### config.mk
export PLATFORM = sky130hd
export DESIGN_NAME = uart_tx
export DESIGN_NICKNAME = d
export VERILOG_FILES = /design/src/rtl/uart_pkg.sv /design/src/rtl/uart_baud_gen.sv /design/src/rtl/uart_tx.sv
export SDC_FILE = /design/constraint.sdc
export NUM_CORES = 1
export LEC_CHECK = 0
export ABC_AREA = 1
export CAP_MARGIN = 40
export CELL_PAD_IN_SITES_DETAIL_PLACEMENT = 1
export CELL_PAD_IN_SITES_GLOBAL_PLACEMENT = 2
export CORE_MARGIN = 10
export CORE_UTILIZATION = 35
export CTS_CLUSTER_DIAMETER = 100
export CTS_CLUSTER_SIZE = 25
export DETAILED_ROUTE_END_ITERATION = 8
export DONT_BUFFER_PORTS = 1
export GPL_TIMING_DRIVEN = 0
export PLACE_DENSITY_LB_ADDON = 0.1
export SLEW_MARGIN = 20
export SYNTH_ARGS = -nofsm -noshare
export SYNTH_HDL_FRONTEND = slang
export SYNTH_SLANG_ARGS = --single-unit
### constraint.sdc
create_clock -name clk -period 1.8 [get_ports clk]
set_input_delay 0.36 -clock clk [delete_from_list [all_inputs] [get_ports clk]]
set_output_delay 0.36 -clock clk [all_outputs]
set_load 0.02 [all_outputs]
### src/rtl/uart_pkg.sv
// rtl/uart_pkg.sv - shared UART state encoding and baud defaults for the TX and RX ends
package uart_pkg;

    typedef enum logic [2:0] {
        S_IDLE   = 3'd0,
        S_START  = 3'd1,
        S_DATA   = 3'd2,
        S_PARITY = 3'd3,
        S_STOP   = 3'd4
    } state_e;

    localparam int DEFAULT_CLK_FREQ     = 100_000_000;
    localparam int DEFAULT_BAUD         = 115_200;
    localparam int DEFAULT_CLKS_PER_BIT = DEFAULT_CLK_FREQ / DEFAULT_BAUD;

    // Keeps counters at least one bit wide when a divider of 1 is requested.
    function automatic int cnt_width(input int n);
        return (n > 1) ? $clog2(n) : 1;
    endfunction

endpackage

### src/rtl/uart_baud_gen.sv
// rtl/uart_baud_gen.sv - per-bit cycle counter emitting bit_tick on the last cycle of each bit
module uart_baud_gen
    import uart_pkg::*;
#(
    parameter int CLKS_PER_BIT = DEFAULT_CLKS_PER_BIT
)(
    input  logic clk,
    input  logic rst,
    input  logic clear_i,
    input  logic en_i,
    output logic bit_tick_o
);

    localparam int            CW   = cnt_width(CLKS_PER_BIT);
    localparam logic [CW-1:0] TERM = CW'(CLKS_PER_BIT - 1);

    logic [CW-1:0] cnt_q, cnt_d;

    always_comb begin
        cnt_d = cnt_q;
        if (clear_i) begin
            cnt_d = '0;
        end else if (en_i) begin
            cnt_d = (cnt_q == TERM) ? '0 : cnt_q + 1'b1;
        end
    end

    always_ff @(posedge clk or posedge rst) begin
        if (rst) begin
            cnt_q <= '0;
        end else begin
            cnt_q <= cnt_d;
        end
    end

    assign bit_tick_o = en_i && (cnt_q == TERM);

endmodule

### src/rtl/uart_tx.sv
// rtl/uart_tx.sv - 8N1/8N2 UART transmitter with valid/ready input; UART_TX_PARITY_EN adds a parity bit
module uart_tx
    import uart_pkg::*;
#(
    parameter int CLK_FREQ     = DEFAULT_CLK_FREQ,
    parameter int BAUD         = DEFAULT_BAUD,
    parameter int CLKS_PER_BIT = CLK_FREQ / BAUD,
    parameter int DATA_BITS    = 8,
    parameter int STOP_BITS    = 1
`ifdef UART_TX_PARITY_EN
    ,
    parameter bit PARITY_ODD   = 1'b0
`endif
)(
    input  logic                 clk,
    input  logic                 rst,
    input  logic [DATA_BITS-1:0] data,
    input  logic                 valid,
    output logic                 ready,
    output logic                 tx,
    output logic                 busy,
    output logic                 done
);

    localparam int            BW        = $clog2(DATA_BITS + 1);
    localparam logic [BW-1:0] LAST_DATA = BW'(DATA_BITS - 1);
    localparam logic [BW-1:0] LAST_STOP = BW'(STOP_BITS - 1);

    state_e               state_q, state_d;
    logic [DATA_BITS-1:0] shreg_q, shreg_d;
    logic [BW-1:0]        idx_q, idx_d;
    logic                 tx_q, tx_d;
    logic                 ready_q, ready_d;
    logic                 busy_q, busy_d;
    logic                 done_q, done_d;
`ifdef UART_TX_PARITY_EN
    logic                 par_q, par_d;
`endif

    logic accept;
    logic bit_tick;

    assign accept = valid && ready_q;

    uart_baud_gen #(
        .CLKS_PER_BIT (CLKS_PER_BIT)
    ) u_baud (
        .clk        (clk),
        .rst        (rst),
        .clear_i    (accept),
        .en_i       (state_q != S_IDLE),
        .bit_tick_o (bit_tick)
    );

    always_comb begin
        state_d = state_q;
        shreg_d = shreg_q;
        idx_d   = idx_q;
        tx_d    = tx_q;
        ready_d = ready_q;
        busy_d  = busy_q;
        done_d  = 1'b0;
`ifdef UART_TX_PARITY_EN
        par_d   = par_q;
`endif
        case (state_q)
            S_IDLE: begin
                if (accept) begin
                    state_d = S_START;
                    shreg_d = data;
                    idx_d   = '0;
                    tx_d    = 1'b0;
                    ready_d = 1'b0;
                    busy_d  = 1'b1;
`ifdef UART_TX_PARITY_EN
                    par_d   = (^data) ^ PARITY_ODD;
`endif
                end
            end
            S_START: begin
                if (bit_tick) begin
                    state_d = S_DATA;
                    tx_d    = shreg_q[0];
                end
            end
            S_DATA: begin
                if (bit_tick) begin
                    if (idx_q == LAST_DATA) begin
                        idx_d   = '0;
`ifdef UART_TX_PARITY_EN
                        state_d = S_PARITY;
                        tx_d    = par_q;
`else
                        state_d = S_STOP;
                        tx_d    = 1'b1;
`endif
                    end else begin
                        // Bit 1 of the current register becomes bit 0 after the shift.
                        idx_d   = idx_q + 1'b1;
                        shreg_d = shreg_q >> 1;
                        tx_d    = shreg_q[1];
                    end
                end
            end
`ifdef UART_TX_PARITY_EN
            S_PARITY: begin
                if (bit_tick) begin
                    state_d = S_STOP;
                    tx_d    = 1'b1;
                end
            end
`endif
            S_STOP: begin
                if (bit_tick) begin
                    if (idx_q == LAST_STOP) begin
                        state_d = S_IDLE;
                        idx_d   = '0;
                        ready_d = 1'b1;
                        busy_d  = 1'b0;
                        done_d  = 1'b1;
                    end else begin
                        idx_d   = idx_q + 1'b1;
                    end
                end
            end
            default: begin
                state_d = S_IDLE;
                idx_d   = '0;
                tx_d    = 1'b1;
                ready_d = 1'b1;
                busy_d  = 1'b0;
            end
        endcase
    end

    always_ff @(posedge clk or posedge rst) begin
        if (rst) begin
            state_q <= S_IDLE;
            shreg_q <= '0;
            idx_q   <= '0;
            tx_q    <= 1'b1;
            ready_q <= 1'b1;
            busy_q  <= 1'b0;
            done_q  <= 1'b0;
`ifdef UART_TX_PARITY_EN
            par_q   <= 1'b0;
`endif
        end else begin
            state_q <= state_d;
            shreg_q <= shreg_d;
            idx_q   <= idx_d;
            tx_q    <= tx_d;
            ready_q <= ready_d;
            busy_q  <= busy_d;
            done_q  <= done_d;
`ifdef UART_TX_PARITY_EN
            par_q   <= par_d;
`endif
        end
    end

    assign tx    = tx_q;
    assign ready = ready_q;
    assign busy  = busy_q;
    assign done  = done_q;

endmodule

==> metrics.md <==
| Metric | Value |
|---|---|
| Drt wl/cell | `15.2 um` |
| DR pass1 iterations | `4` |
| LEAKAGE | `1.06 nW` |
| Worst skew pair latency | `roughly 0.28 ns` |
| Synth Net Count | `250` |
| FF/Latch Area | `728 um^2` |
| Avg Vias per Cell | `around 5.1` |
| Initial antenna violation count | `0` |
| Placed Cells | `between 200 and 300` |
| FF-to-FF path depth | `8` |
| Synthesized area | `1680 um^2` |
| Clock sinks | `29` |
| Kind of critical path | `flop to flop` |
| Most common cell after layout, fill and taps aside | `nand2_1` |
| Max-cap violations | `0` |
| CTS tree | `built` |
| Slew margin rel. | `a little under three fifths` |
| CTS Buf Count | `5` |
| Count of pins over their slew limit | `0` |
| Antenna Nets Post-Route | `0` |
| Multi-input gate area | `887 um^2` |
| CTS Buffer Depth | `2` |
| DRC | `0` |
| Non-Filler Instances | `307` |
| Critical Path End Type | `flop` |
| Status | `finished, final reports clean` |
| Worst r2r src | `u_baud.cnt_q[0]` |
| CTS clk-pin slew, worst paths | `0.06 ns` |
| Critical path fanouts, max | `5` |
| Cell Chain, Critical Path | `ha_4 > nand2_1 > nor2_4 > nand3_4 > a21oi_4 > buf_4 > nand3_1 > nand2_1` |
| Number of setup violations in the final report | `0` |
| WP data arrival | `1.94 ns` |
| Total wire length | `4.67 mm` |
| Post-Syn Area per Cell | `7.11 um^2` |
| Fillers | `around 600` |
| Die Y | `89.2 um` |
| Placed instance area | `1750 um^2` |
| Seq/Total Area, Yosys | `43.4%` |
| # diodes | `0` |
| Ys Warns | `0` |
| Hold Fails Final Rpt | `0` |
| First-pass GRT wire length | `approximately 7.5 mm` |
| Commonest non-fill, non-tap cells in the layout | `nand2_1 (92), dfrtp_1 (27), nand3_1 (25)` |
| Via count | `1,577` |
| Hold WS | `approximately 0.046 ns` |
| Core ar. | `4690 um^2` |
| Vias in the first global route | `between 1,500 and 2,000` |
| Largest net degree at the start of global routing | `30` |
| Total power | `1.27 mW` |
| Initial Utilization | `between 30% and 40%` |
| Port bufs | `0` |
| H-tree levels | `2` |
| Worst hold path class | `input port to asynchronous set/reset pin` |
| Final worst-path cycle share | `95.6%` |
| Post-CTS Hold Buffers | `0` |
| Synth Instances | `236` |
| I/O pin count | `15` |
| Clock Skew | `around 0.0036 ns` |
| Area Overhead vs Synth | `17.5%` |
| Flop2flop setup slack | `approximately 0.08 ns` |
| R2r endpoint | `idx_q[3]` |
| Worst vdd ir | `approximately 350 uV` |
| Startpoint types | `flop` |
| GRT Overall Usage | `between 10% and 20%` |
| Share of post-route cells with drive strength above 1 | `15.8%` |
| Fin crit period | `approximately 1.7 ns` |
| Yosys cell types | `25` |
| Layout Nets | `266` |
| Yosys reg bits | `29` |
| Slowest CP cell | `dfrtp_1` |
| Cell area after layout | `a little under 2000 um^2` |
| Data required, critical path | `2.02 ns` |
| P per Cell Area | `roughly 640 nW/um^2` |
| Total grt overflow | `0` |
| Core Util, Final | `about 42%` |
| Die Area | `7960 um^2` |
| Root buf cell | `clkbuf_8` |
| FP Rows | `25` |
| Post-DP HPWL | `3.31 mm` |
| Max incr delay on CP | `0.43 ns` |
| Worst-margin pin slew | `approximately 0.65 ns` |
| Final Wtd Congestion | `about 0.8` |
| DRT iter0 DRCs | `80` |
| DIE WIDTH | `89.2 um` |
| F_max | `0.581 GHz` |
| Most common cell on crit path | `nand2_1` |
==> power breakdown <==
part	switching [mW]	leakage [nW]	internal, mW
clock	0.252	0.0542	0.345
sequential	0	0.378	0.652
combinational	0.0174	0.627	0.00453
==> worst max-delay path by stage <==
stage	to	slack, ns	cells past startpoint	start
after floorplan	shreg_q[7]	0.32	7	ready
after global placement	u_baud.cnt_q[9]	-0.05	8	u_baud.cnt_q[0]
after detailed placement	u_baud.cnt_q[7]	-0.17	8	u_baud.cnt_q[0]
after CTS	u_baud.cnt_q[9]	0.02	8	u_baud.cnt_q[0]
after global routing	idx_q[0]	-0.02	9	u_baud.cnt_q[0]
final	idx_q[3]	0.08	8	u_baud.cnt_q[0]
==> registers in the layout, summed over array words and instances (netlist names) <==
signal and count:
u_baud.cnt_q 10, shreg_q 8, idx_q 4, state_q 3
busy 1, done 1, ready 1, tx 1
==> timing repair <==
| action | in CTS | in global routing |
|---|---|---|
| endpoints found under the setup margin | 20 | 18 |
| cloned | 0 | 2 |
| buffers inserted | 1 | 6 |
| pin swaps | 0 | 3 |
| gates resized for setup | 2 | 13 |
| hold endpoints to repair | 0 | 0 |
==> metal layers <==
layer  vias up  GRT usage [%]  part of all wire (%)
li1        780              -                     -
met1       766           15.4                    48
met2        26           19.5                    47
met3         5           3.56                   4.0
met4         0           3.47                   1.1
met5         -              0                     0
==> critical path, delay by kind of cell, from the launching register on <==
family | cells | cell delay, ns
simple gates | 5 | 0.54
fa+ha+maj | 1 | 0.18
flops | 1 | 0.43
compound gates | 1 | 0.30
buf+inv | 1 | 0.21
==> stage by stage <==
stage          setup slack [ns]  TNS (ns)
6_report                 0.0798         0
2_1_floorplan             0.317         0
3_3_place_gp            -0.0531   -0.0943
3_5_place_dp             -0.167    -0.809
5_1_grt                 -0.0181   -0.0471
4_1_cts                  0.0219         0
==> cells by family (layout without fill, tap and decap cells) <==
family	count (synthesis)	after routing	share of synthesized area, %
AND/OR/NAND/NOR	158	159	40.1
buffers and inverters	30	46	7.38
flip-flops	29	29	43.4
AO/OA/AOI/OAI	12	12	4.77
XOR/XNOR	4	4	2.09
adder cells (fa/ha/maj)	3	3	2.24
==> synth_stat cells, drive strengths merged <==
| cell type | count | area [um^2] |
|---|---|---|
| nand2 | 97 | 369 |
| dfrtp | 27 | 676 |
| nand3 | 27 | 148 |
| inv | 26 | 97.6 |
| nor2 | 26 | 108 |
| o21ai | 7 | 35.0 |
| nand4 | 5 | 31.3 |
| buf | 4 | 26.3 |
| a21oi | 3 | 30.0 |
| ha | 3 | 37.5 |
| xor2 | 3 | 26.3 |
| dfstp | 2 | 52.6 |
| nor3 | 2 | 10.0 |
| a22oi | 1 | 7.51 |
| nand3b | 1 | 7.51 |
| o31ai | 1 | 7.51 |
| xnor2 | 1 | 8.76 |
==> area by class of cell <==
cell class | instances | share of cell area, %
buffer | 4 | 1.33
clock buffer | 7 | 4.89
clock inverter | 1 | 0.254
inverter | 26 | 4.95
multi-input combinational | 178 | 45.0
sequential | 29 | 36.9
tap | 54 | 3.43
timing repair buffer | 8 | 3.24
(Power assumes the default switching activity.)
